[src/rtl/tinker_fetch_unit.sv]
// Tinker instruction fetch front end: PC, imem req/ack fetch FSM, FWFT instruction buffer, redirects.
// Define TINKER_FETCH_ALIGN_CHECK_EN to turn misaligned redirects into a sticky fetch fault.
module tinker_fetch_unit #(
  parameter int unsigned FIFO_DEPTH = 4,
  parameter logic [63:0] RESET_PC   = 64'h2000
) (
  input  logic        clk,
  input  logic        reset,
  output logic        imem_req,
  output logic [63:0] imem_addr,
  input  logic        imem_ack,
  input  logic [31:0] imem_rdata,
  output logic        inst_valid,
  input  logic        inst_ready,
  output logic [31:0] inst_out,
  output logic [63:0] inst_pc,
  input  logic        redirect_valid,
  input  logic [63:0] redirect_pc,
  output logic        fetch_fault
);

  localparam int unsigned PTR_W = (FIFO_DEPTH > 1) ? $clog2(FIFO_DEPTH) : 1;
  localparam int unsigned CNT_W = PTR_W + 1;
  localparam logic [CNT_W-1:0] DEPTH_C = CNT_W'(FIFO_DEPTH);

  localparam logic [1:0] ST_IDLE  = 2'd0;
  localparam logic [1:0] ST_REQ   = 2'd1;
  localparam logic [1:0] ST_DRAIN = 2'd2;

  logic [1:0]       state_q, state_d;
  logic [63:0]      pc_q, pc_d;
  logic [63:0]      drain_addr_q, drain_addr_d;
  logic [PTR_W-1:0] rd_ptr_q, rd_ptr_d;
  logic [PTR_W-1:0] wr_ptr_q, wr_ptr_d;
  logic [CNT_W-1:0] count_q, count_d;
  logic [63:0]      mem_pc_q   [FIFO_DEPTH];
  logic [31:0]      mem_word_q [FIFO_DEPTH];
  logic             fault_q, fault_d;

  logic        redirect_take;
  logic        misaligned;
  logic        flush;
  logic        push;
  logic        pop;
  logic        can_issue;
  logic [63:0] redirect_aligned;

  // Low address bits are dropped rather than honoured; the fault build reports them instead.
  assign redirect_aligned = redirect_pc & ~64'd3;

`ifdef TINKER_FETCH_ALIGN_CHECK_EN
  // Once faulted, the unit is frozen: later redirects are not even seen.
  assign redirect_take = redirect_valid && !fault_q;
  assign misaligned    = redirect_take && (redirect_pc[1:0] != 2'b00);
  assign fault_d       = fault_q | misaligned;
`else
  assign redirect_take = redirect_valid;
  assign misaligned    = 1'b0;
  assign fault_q       = 1'b0;
  assign fault_d       = 1'b0;
`endif

  assign flush = redirect_take;

  assign imem_req    = (state_q != ST_IDLE);
  assign imem_addr   = (state_q == ST_DRAIN) ? drain_addr_q : pc_q;
  assign inst_valid  = (count_q != '0);
  assign inst_out    = mem_word_q[rd_ptr_q];
  assign inst_pc     = mem_pc_q[rd_ptr_q];
  assign fetch_fault = fault_q;

  // A redirect discards whatever would have been pushed or popped in the same cycle.
  assign push = (state_q == ST_REQ) && imem_ack && !flush;
  assign pop  = inst_valid && inst_ready && !flush;

  // NOTE: every always_comb output gets a default first so no path leaves it unassigned (no latch).
  always_comb begin
    count_d  = count_q;
    rd_ptr_d = rd_ptr_q;
    wr_ptr_d = wr_ptr_q;
    if (flush) begin
      count_d  = '0;
      wr_ptr_d = rd_ptr_q;
    end else begin
      if (push) wr_ptr_d = wr_ptr_q + PTR_W'(1);
      if (pop)  rd_ptr_d = rd_ptr_q + PTR_W'(1);
      case ({push, pop})
        2'b10:   count_d = count_q + CNT_W'(1);
        2'b01:   count_d = count_q - CNT_W'(1);
        default: count_d = count_q;
      endcase
    end
  end

  always_comb begin
    pc_d = pc_q;
    if (redirect_take) begin
      if (!misaligned) pc_d = redirect_aligned;
    end else if (push) begin
      pc_d = pc_q + 64'd4;
    end
  end

  // Deciding on next-cycle occupancy lets a request start the cycle right after a pop or redirect.
  assign can_issue = (count_d < DEPTH_C) && !fault_d;

  always_comb begin
    state_d      = state_q;
    drain_addr_d = drain_addr_q;
    case (state_q)
      ST_IDLE: state_d = can_issue ? ST_REQ : ST_IDLE;
      ST_REQ: begin
        if (redirect_take && !imem_ack) begin
          state_d      = ST_DRAIN;
          drain_addr_d = pc_q;
        end else if (imem_ack) begin
          state_d = can_issue ? ST_REQ : ST_IDLE;
        end
      end
      ST_DRAIN: begin
        if (imem_ack) state_d = can_issue ? ST_REQ : ST_IDLE;
      end
      default: state_d = ST_IDLE;
    endcase
  end

  // NOTE: sequential state uses non-blocking assignments so every register samples pre-edge values.
  always_ff @(posedge clk or posedge reset) begin
    if (reset) begin
      state_q      <= ST_IDLE;
      pc_q         <= RESET_PC;
      drain_addr_q <= RESET_PC;
      rd_ptr_q     <= '0;
      wr_ptr_q     <= '0;
      count_q      <= '0;
    end else begin
      state_q      <= state_d;
      pc_q         <= pc_d;
      drain_addr_q <= drain_addr_d;
      rd_ptr_q     <= rd_ptr_d;
      wr_ptr_q     <= wr_ptr_d;
      count_q      <= count_d;
    end
  end

  // NOTE: the buffer is reset because the head is visible even when empty and must read 0, never X.
  always_ff @(posedge clk or posedge reset) begin
    if (reset) begin
      mem_pc_q   <= '{default: '0};
      mem_word_q <= '{default: '0};
    end else if (push) begin
      mem_pc_q[wr_ptr_q]   <= pc_q;
      mem_word_q[wr_ptr_q] <= imem_rdata;
    end
  end

`ifdef TINKER_FETCH_ALIGN_CHECK_EN
  always_ff @(posedge clk or posedge reset) begin
    if (reset) fault_q <= 1'b0;
    else       fault_q <= fault_d;
  end
`endif

endmodule

[config.mk]
export PLATFORM = sky130hd
export DESIGN_NAME = tinker_fetch_unit
export DESIGN_NICKNAME = d
export VERILOG_FILES = /design/src/rtl/tinker_fetch_unit.sv
export SDC_FILE = /design/constraint.sdc
export NUM_CORES = 1
export LEC_CHECK = 0
export ABC_CLOCK_PERIOD_IN_PS = 17900
export CELL_PAD_IN_SITES_DETAIL_PLACEMENT = 0
export CELL_PAD_IN_SITES_GLOBAL_PLACEMENT = 1
export CORE_ASPECT_RATIO = 0.6
export CORE_MARGIN = 10
export CORE_UTILIZATION = 48
export DETAILED_ROUTE_END_ITERATION = 12
export DONT_BUFFER_PORTS = 1
export GPL_ROUTABILITY_DRIVEN = 0
export HOLD_SLACK_MARGIN = 0.1
export MAX_ROUTING_LAYER = met4
export PLACE_DENSITY = 0.74
export RECOVER_POWER = 100
export SETUP_SLACK_MARGIN = 0.15
export SLEW_MARGIN = 20
export SYNTH_ARGS = -nofsm -noshare
export SYNTH_HDL_FRONTEND = slang
export SYNTH_SLANG_ARGS = --single-unit
[constraint.sdc]
create_clock -name clk -period 17.9 [get_ports clk]
set_clock_uncertainty 0.2 [all_clocks]
set_input_delay 3.58 -clock clk [delete_from_list [all_inputs] [get_ports clk]]
set_output_delay 3.58 -clock clk [all_outputs]
set_load 0.05 [all_outputs]
==> flow_metrics.env, run 1 <==
export IMPL_netSwitchingFraction=0.380
export IMPL_postCtsSetupRepairBufs=0
export IMPL_timing_hold_worst_path_depth=2
export IMPL_unrepaired_setup_endpoints_after_global_routing="false"
export IMPL_setup_slack_ns=7.16
export IMPL_clock_tree_buffer_depth=3
export IMPL_clkLatencyLatePin_ns=0.55
export IMPL_fp_dieArea_mm2=0.0585
export IMPL_antenna_found_initial=7
export IMPL_synth_edf_count=0
export IMPL_routed_wl_um=58600
export IMPL_yosys_warnings=0
export IMPL_totalNegativeSetupSlack_ns=0
export IMPL_syn_area_cell_um2=13.9
export IMPL_postSynthRegisterBits=509
export IMPL_vdd_ir_drop_worst_v=0.0000873
export IMPL_drtPass1Iterations=4
export IMPL_detail_route_drc_violations=0
export IMPL_cts_sink_count=509
export IMPL_synth_most_common_cell="dfrtp_1"
export IMPL_ys_types=57
export IMPL_min_delay_start="mem_pc_q[116]$_DFFE_PP0P_"
export IMPL_post_cts_resized=0
export IMPL_gr_usage_all_layers=0.205
export IMPL_violations="capacitance limit, slew limit"
export IMPL_drt_antenna_violating_nets=0
export IMPL_core_region_mm2=0.0481
export IMPL_register_share_of_total_power=0.408
export IMPL_report_final_slew_viol_count=1007
export IMPL_timing_reg2reg_setup_slack_ns=11.64
export IMPL_total_number_of_vias=13700
export IMPL_dp_hpwl_um=37700
export IMPL_worstSetupPathType="register to output port"
export IMPL_holdPathEnd="mem_pc_q[116]$_DFFE_PP0P_"
export IMPL_max_cap_violations=25
export IMPL_power_total_w=0.00446
export IMPL_drt_initial_drc_count=847
export IMPL_number_of_input_and_output_port_buffers_inserted=0
export IMPL_p_clk_frac=0.231
export IMPL_design_final_nets=1709
export IMPL_pwr_density_cell_mw_per_mm2=176
export IMPL_grt_start_max_net_pins=162
export IMPL_clk_root_buffer_cell="clkbuf_16"
export IMPL_layout_area_overhead_vs_synth_pct=7.84
export IMPL_max_clock_freq_mhz=93.1
export IMPL_worstMarginPinSlew_ns=4.26
export IMPL_wire_length_of_the_first_global_routing_pass_um=90700
export IMPL_dieHeight_um=191
export IMPL_fin_worst_hold_slack_ns=0.280
export IMPL_intPower_w=0.00276
export IMPL_yosysTopAreaCellShare=0.540
export IMPL_worstSetupEndpointType="output port"
export IMPL_overflow=0
export IMPL_switching_power_w=0.00169
export IMPL_cts_buffers=48
export IMPL_detail_route_wl_per_cell_um=25.7
export IMPL_vias_in_the_first_global_route=14300
export IMPL_hp_class="register to register"
export IMPL_outcome="finished, violations left"
export IMPL_static_leakage_power_nw=10.8
export IMPL_synth_cells_most_frequent="dfrtp_1 (507), mux2_2 (477), clkbuf_1 (100), mux4_2 (94), nand2_1 (90)"
export IMPL_r2r_start="state_q[1]$_DFF_PP0_"
export IMPL_route_detailed_vias_per_inst=6.02
export IMPL_layout_worst_path_cycle_share=0.600
export IMPL_syn_area_mm2=0.0235
export IMPL_nFillCells=3982
export IMPL_critical_path_peak_fanout=46
export IMPL_synth_top_cell_by_area="dfrtp_1"
export IMPL_starting_density_of_the_core=0.488
export IMPL_crit_path_start="state_q[1]$_DFF_PP0_"
export IMPL_final_min_clock_period_ns=10.74
export IMPL_floorplan_rows=62
export IMPL_post_route_cells_drive_above_1_share=0.369
export IMPL_postCtsHoldBufs=0
export IMPL_worst_ep_required_time_ns=14.12
export IMPL_clk_pin_slew_worst_paths_ns=0.06
export IMPL_htree_levels=2
export IMPL_fp_dieW_um=306
export IMPL_share_comb_of_total_power=0.362
export IMPL_worstSetupStartpointType="register"
export IMPL_numPlacedInstances=2188
export IMPL_fraction_of_the_yosys_area_taken_by_sequential_cells=0.542
export IMPL_worst_r2r_path_depth=5
export IMPL_syn_inst=1684
export IMPL_synth_top_flop_cell="dfrtp_1"
export IMPL_timing_slew_headroom=-1.84
export IMPL_cp_arrival_ns=6.96
export IMPL_pre_cts_slack_ns=11.41
export IMPL_instances_no_fill=2279
export IMPL_ys_async_sr_fraction=1.00
export IMPL_cts_tree="built"
export IMPL_timing_final_hold_violations=0
export IMPL_synth_top_cells_by_area="dfrtp_1 (54%), mux2_2 (23%), mux4_2 (9.0%)"
export IMPL_setup_viol_count_final=0
export IMPL_worstReg2RegEnd="mem_pc_q[105]$_DFFE_PP0P_"
export IMPL_io_pin_count=264
==> final cells by class <==
class / instances / area, µm² / share of cell area
multi-input cells: 1007 / 10000 / 0.396
flip-flops and latches: 509 / 12700 / 0.503
repair buffers: 21 / 106 / 0.00420
clock buffers: 72 / 1430 / 0.0566
clock inverters: 12 / 148 / 0.00583
well taps: 640 / 801 / 0.0316
inverters: 12 / 46.3 / 0.00183
diodes: 6 / 15.0 / 0.000593
==> flip-flops by register name, summed over array words and instances (netlist names) <==
signal,cells
pc_q,62
mem_pc_q,248
rd_ptr_q,2
state_q,2
wr_ptr_q,2
count_q,3
drain_addr_q,62
mem_word_q,128
==> cells in the final DEF, fill, tap and decap left out, types with 13 or more instances in the layout <==
master	netlist	final
or4_1	16	16
o21ai_0	72	71
nand4_1	31	31
mux4_2	94	94
xor2_1	28	28
dfrtp_1	507	506
o31ai_1	13	13
mux2_1	0	58
clkbuf_16	0	49
nand2_1	90	90
nand3_1	26	26
clkbuf_1	100	28
mux2_2	477	419
nor2_1	37	38
a31oi_1	18	18
==> power groups by stage <==
stage	registers [W]	logic [W]	clock network, W
6_report	0.00182	0.00161	0.00103
5_1_grt	0.00187	0.00170	0.00111
4_1_cts	0.00182	0.00164	0.00106
3_5_place_dp	0.00183	0.00164	0
3_3_place_gp	0.00180	0.00160	0
2_1_floorplan	0.00172	0.00148	0
==> cells by family (layout without fill, tap and decap cells) <==
group                    after synthesis  in the layout  share of synthesized area
multiplexers                         572            572                      0.319
adder cells (fa/ha/maj)                9              9                    0.00479
XOR/XNOR                              40             40                     0.0149
AO/OA/AOI/OAI                        121            121                     0.0302
other                                  1             11                   0.000160
flip-flops                           509            509                      0.542
buffers and inverters                172            117                     0.0307
AND/OR/NAND/NOR                      260            260                     0.0574
==> per-stage QoR <==
stage / util / area, µm²
floorplan: - / 23500
global placement: 0.496 / 23800
detailed placement: 0.496 / 23900
CTS: 0.529 / 25400
global route: 0.527 / 25300
finish: 0.527 / 25300
==> layer usage <==
layer	wire (µm)	vias up	share of wire	global-route usage
li1	-	5961	-	-
met1	27100	7378	0.46	0.282
met2	27700	299	0.47	0.316
met3	2770	82	0.047	0.0390
met4	1090	0	0.019	0.0429
met5	0	-	0	-
==> worst max-delay path: stages (launching register included) <==
cell and delay, ns:
dfrtp_1 0.45, nor2b_1 1.91, clkbuf_1 2.42, o21ai_0 1.55
==> how the worst max path moves through the flow <==
stage | to | depth (start not counted)
after floorplan | count_q[0]$_DFFE_PP0P_ | 1
after global placement | imem_addr[52] | 4
after detailed placement | imem_addr[52] | 4
after CTS | imem_addr[52] | 4
after global routing | imem_addr[52] | 3
final | imem_addr[52] | 3
Note: power is estimated with default switching activity, not from simulation.
==> run 2: changes to the inputs <==
--- a/config.mk
+++ b/config.mk
@@ -5,7 +5,7 @@
 export SDC_FILE = /design/constraint.sdc
 export NUM_CORES = 1
 export LEC_CHECK = 0
-export ABC_CLOCK_PERIOD_IN_PS = 17900
+export ABC_CLOCK_PERIOD_IN_PS = 9200
 export CELL_PAD_IN_SITES_DETAIL_PLACEMENT = 0
 export CELL_PAD_IN_SITES_GLOBAL_PLACEMENT = 1
 export CORE_ASPECT_RATIO = 0.6
==> constraint.sdc (replaced) <==
create_clock -name clk -period 9.2 [get_ports clk]
set_clock_uncertainty 0.2 [all_clocks]
set_input_delay 1.84 -clock clk [delete_from_list [all_inputs] [get_ports clk]]
set_output_delay 1.84 -clock clk [all_outputs]
set_load 0.05 [all_outputs]
==> run 2 against run 1 <==
The flow still finishes with violations (capacitance limit, slew limit). Combinational power is 95% higher. Sequential cell count unchanged. Core utilization grew 0.42 points. Largest cell class unchanged. Highest routed layer unchanged.
==> flow_metrics.env, run 2 (same netlist as run 1, synthesis figures left out) <==
export IMPL_outcome="finished, violations left"
export IMPL_violations="capacitance limit, slew limit"
export IMPL_htree_levels=2
export IMPL_cp_arrival_ns=7.09
export IMPL_overflow=0
export IMPL_drt_antenna_violating_nets=0
export IMPL_unrepaired_setup_endpoints_after_global_routing="false"
export IMPL_clkLatencyLatePin_ns=0.56
export IMPL_static_leakage_power_nw=11.0
export IMPL_worstSetupPathType="primary input to register"
export IMPL_regMostFlops="mem_pc_q"
export IMPL_total_number_of_vias=13700
export IMPL_routed_wl_um=58800
export IMPL_gr_usage_met1=0.280
export IMPL_layout_worst_path_cycle_share=0.745
export IMPL_clock_tree_buffer_depth=3
export IMPL_timing_slew_headroom=-1.15
export IMPL_dp_hpwl_um=37500
export IMPL_setup_viol_count_final=0
export IMPL_postCtsHoldBufs=0
export IMPL_final_min_clock_period_ns=6.85
export IMPL_share_comb_of_total_power=0.358
export IMPL_cts_buffers=49
export IMPL_drt_initial_drc_count=764
export IMPL_vdd_ir_drop_worst_v=0.000225
export IMPL_crit_path_cell_trace="nand3b_1 -> nor2_1 -> nand2_1 -> clkbuf_1 -> mux2_2"
export IMPL_pwr_density_cell_mw_per_mm2=344
export IMPL_switching_power_w=0.00331
export IMPL_drtPass1Iterations=5
export IMPL_worstSetupEndpointType="register"
export IMPL_worstMarginPinSlew_ns=3.23
export IMPL_post_cts_resized=0
export IMPL_intPower_w=0.00546
export IMPL_design_final_nets=1712
export IMPL_clk_root_buffer_cell="clkbuf_16"
export IMPL_max_clock_freq_mhz=146
export IMPL_largest_register_ffs=248
export IMPL_grt_start_max_net_pins=179
export IMPL_busiest_layer_in_global_routing="met2"
export IMPL_p_clk_frac=0.241
export IMPL_reg_largest_list="mem_pc_q x248, mem_word_q x128"
export IMPL_detail_route_wl_per_cell_um=25.7
export IMPL_layout_cell_area_non_filler_mm2=0.0255
export IMPL_highest_count_cells_in_the_layout_ignoring_fill_and_taps="dfrtp_1 (507), mux2_2 (421), mux4_2 (94), nand2_1 (90), o21ai_0 (71)"
export IMPL_met3_usage=0.0431
export IMPL_detail_route_drc_violations=0
export IMPL_layout_area_overhead_vs_synth_pct=8.69
export IMPL_cts_sink_count=509
export IMPL_critical_path_peak_fanout=55
export IMPL_starting_density_of_the_core=0.488
export IMPL_worst_ep_required_time_ns=9.43
export IMPL_post_route_cells_drive_above_1_share=0.378
export IMPL_worstSetupStartpointType="primary input"
export IMPL_gr_usage_all_layers=0.206
export IMPL_cpPeakStageDelay_ns=2.32
export IMPL_placedInstanceArea_mm2=0.0239
export IMPL_timing_final_hold_violations=0
export IMPL_wire_length_of_the_first_global_routing_pass_um=91300
export IMPL_antenna_found_initial=5
export IMPL_max_cap_violations=21
export IMPL_fp_dieW_um=306
export IMPL_critPathSlowestCell="clkbuf_1"
export IMPL_mostFrequentLayoutCell="dfrtp_1"
export IMPL_core_region_mm2=0.0481
export IMPL_fp_dieArea_mm2=0.0585
export IMPL_vias_in_the_first_global_route=14300
export IMPL_clk_pin_slew_worst_paths_ns=0.06
export IMPL_dieHeight_um=191
export IMPL_grt_util_met2=0.322
export IMPL_hp_class="register to register"
export IMPL_route_detailed_vias_per_inst=5.98
export IMPL_report_final_slew_viol_count=684
export IMPL_number_of_input_and_output_port_buffers_inserted=0
export IMPL_netSwitchingFraction=0.378
export IMPL_postCtsSetupRepairBufs=0
export IMPL_cts_tree="built"
export IMPL_floorplan_rows=62
export IMPL_totalNegativeSetupSlack_ns=0
export IMPL_register_share_of_total_power=0.401
export IMPL_io_pin_count=264
run 2: power by group through the flow:
stage	registers, W	clock network (W)	logic [W]
3_5_place_dp	0.00356	0	0.00319
5_1_grt	0.00363	0.00227	0.00332
6_report	0.00352	0.00212	0.00314
3_3_place_gp	0.00350	0	0.00313
4_1_cts	0.00352	0.00217	0.00319
2_1_floorplan	0.00335	0	0.00287
run 2: final timing paths:
check | cells past startpoint | end | slack, ns | start
hold reg to reg | 2 | mem_pc_q[116]$_DFFE_PP0P_ | 0.28 | mem_pc_q[116]$_DFFE_PP0P_
max in group asynchronous | 3 | pc_q[34]$_DFFE_PP0N_ | 3.02 | reset
hold / removal | 2 | mem_pc_q[116]$_DFFE_PP0P_ | 0.28 | mem_pc_q[116]$_DFFE_PP0P_
min in group asynchronous | 1 | mem_word_q[30]$_DFFE_PP0P_ | 1.34 | reset
setup reg to reg | 5 | mem_word_q[12]$_DFFE_PP0P_ | 3.08 | state_q[1]$_DFF_PP0_
setup / recovery | 5 | mem_word_q[12]$_DFFE_PP0P_ | 2.35 | imem_ack
run 2: critical path, delay by kind of cell:
kind	cells	cell delay, ns
buf+inv	1	2.32
mux	1	0.49
simple gates	3	2.35
run 2: routing by layer:
metal  up-vias  routed length [µm]
met5         -                   0
met2       235               28100
li1       5985                   -
met1      7382               27100
met4         0                 766
met3        62                2840
run 2: area by class of cell:
type	instances	area, µm²
Sequential cell	509	12700
Clock inverter	10	140
Fill cell	3995	22600
Inverter	12	46.3
Clock buffer	78	1570
Multi-Input combinational cell	1007	10000
Tap cell	640	801
Timing Repair Buffer	23	183
Antenna cell	6	15.0
run 2: through the flow:
stage               instances  setup slack (ns)   util  total power (W)  hold WS, ns
global placement         2189              4.42  0.496          0.00662        0.257
global route             2283              1.99  0.531          0.00922        0.310
finish                   2285              2.35  0.531          0.00878        0.280
CTS                      2277              3.73  0.532          0.00888        0.283
detailed placement       2189              4.35  0.496          0.00675        0.269
floorplan                1688             0.251      -          0.00622        0.245
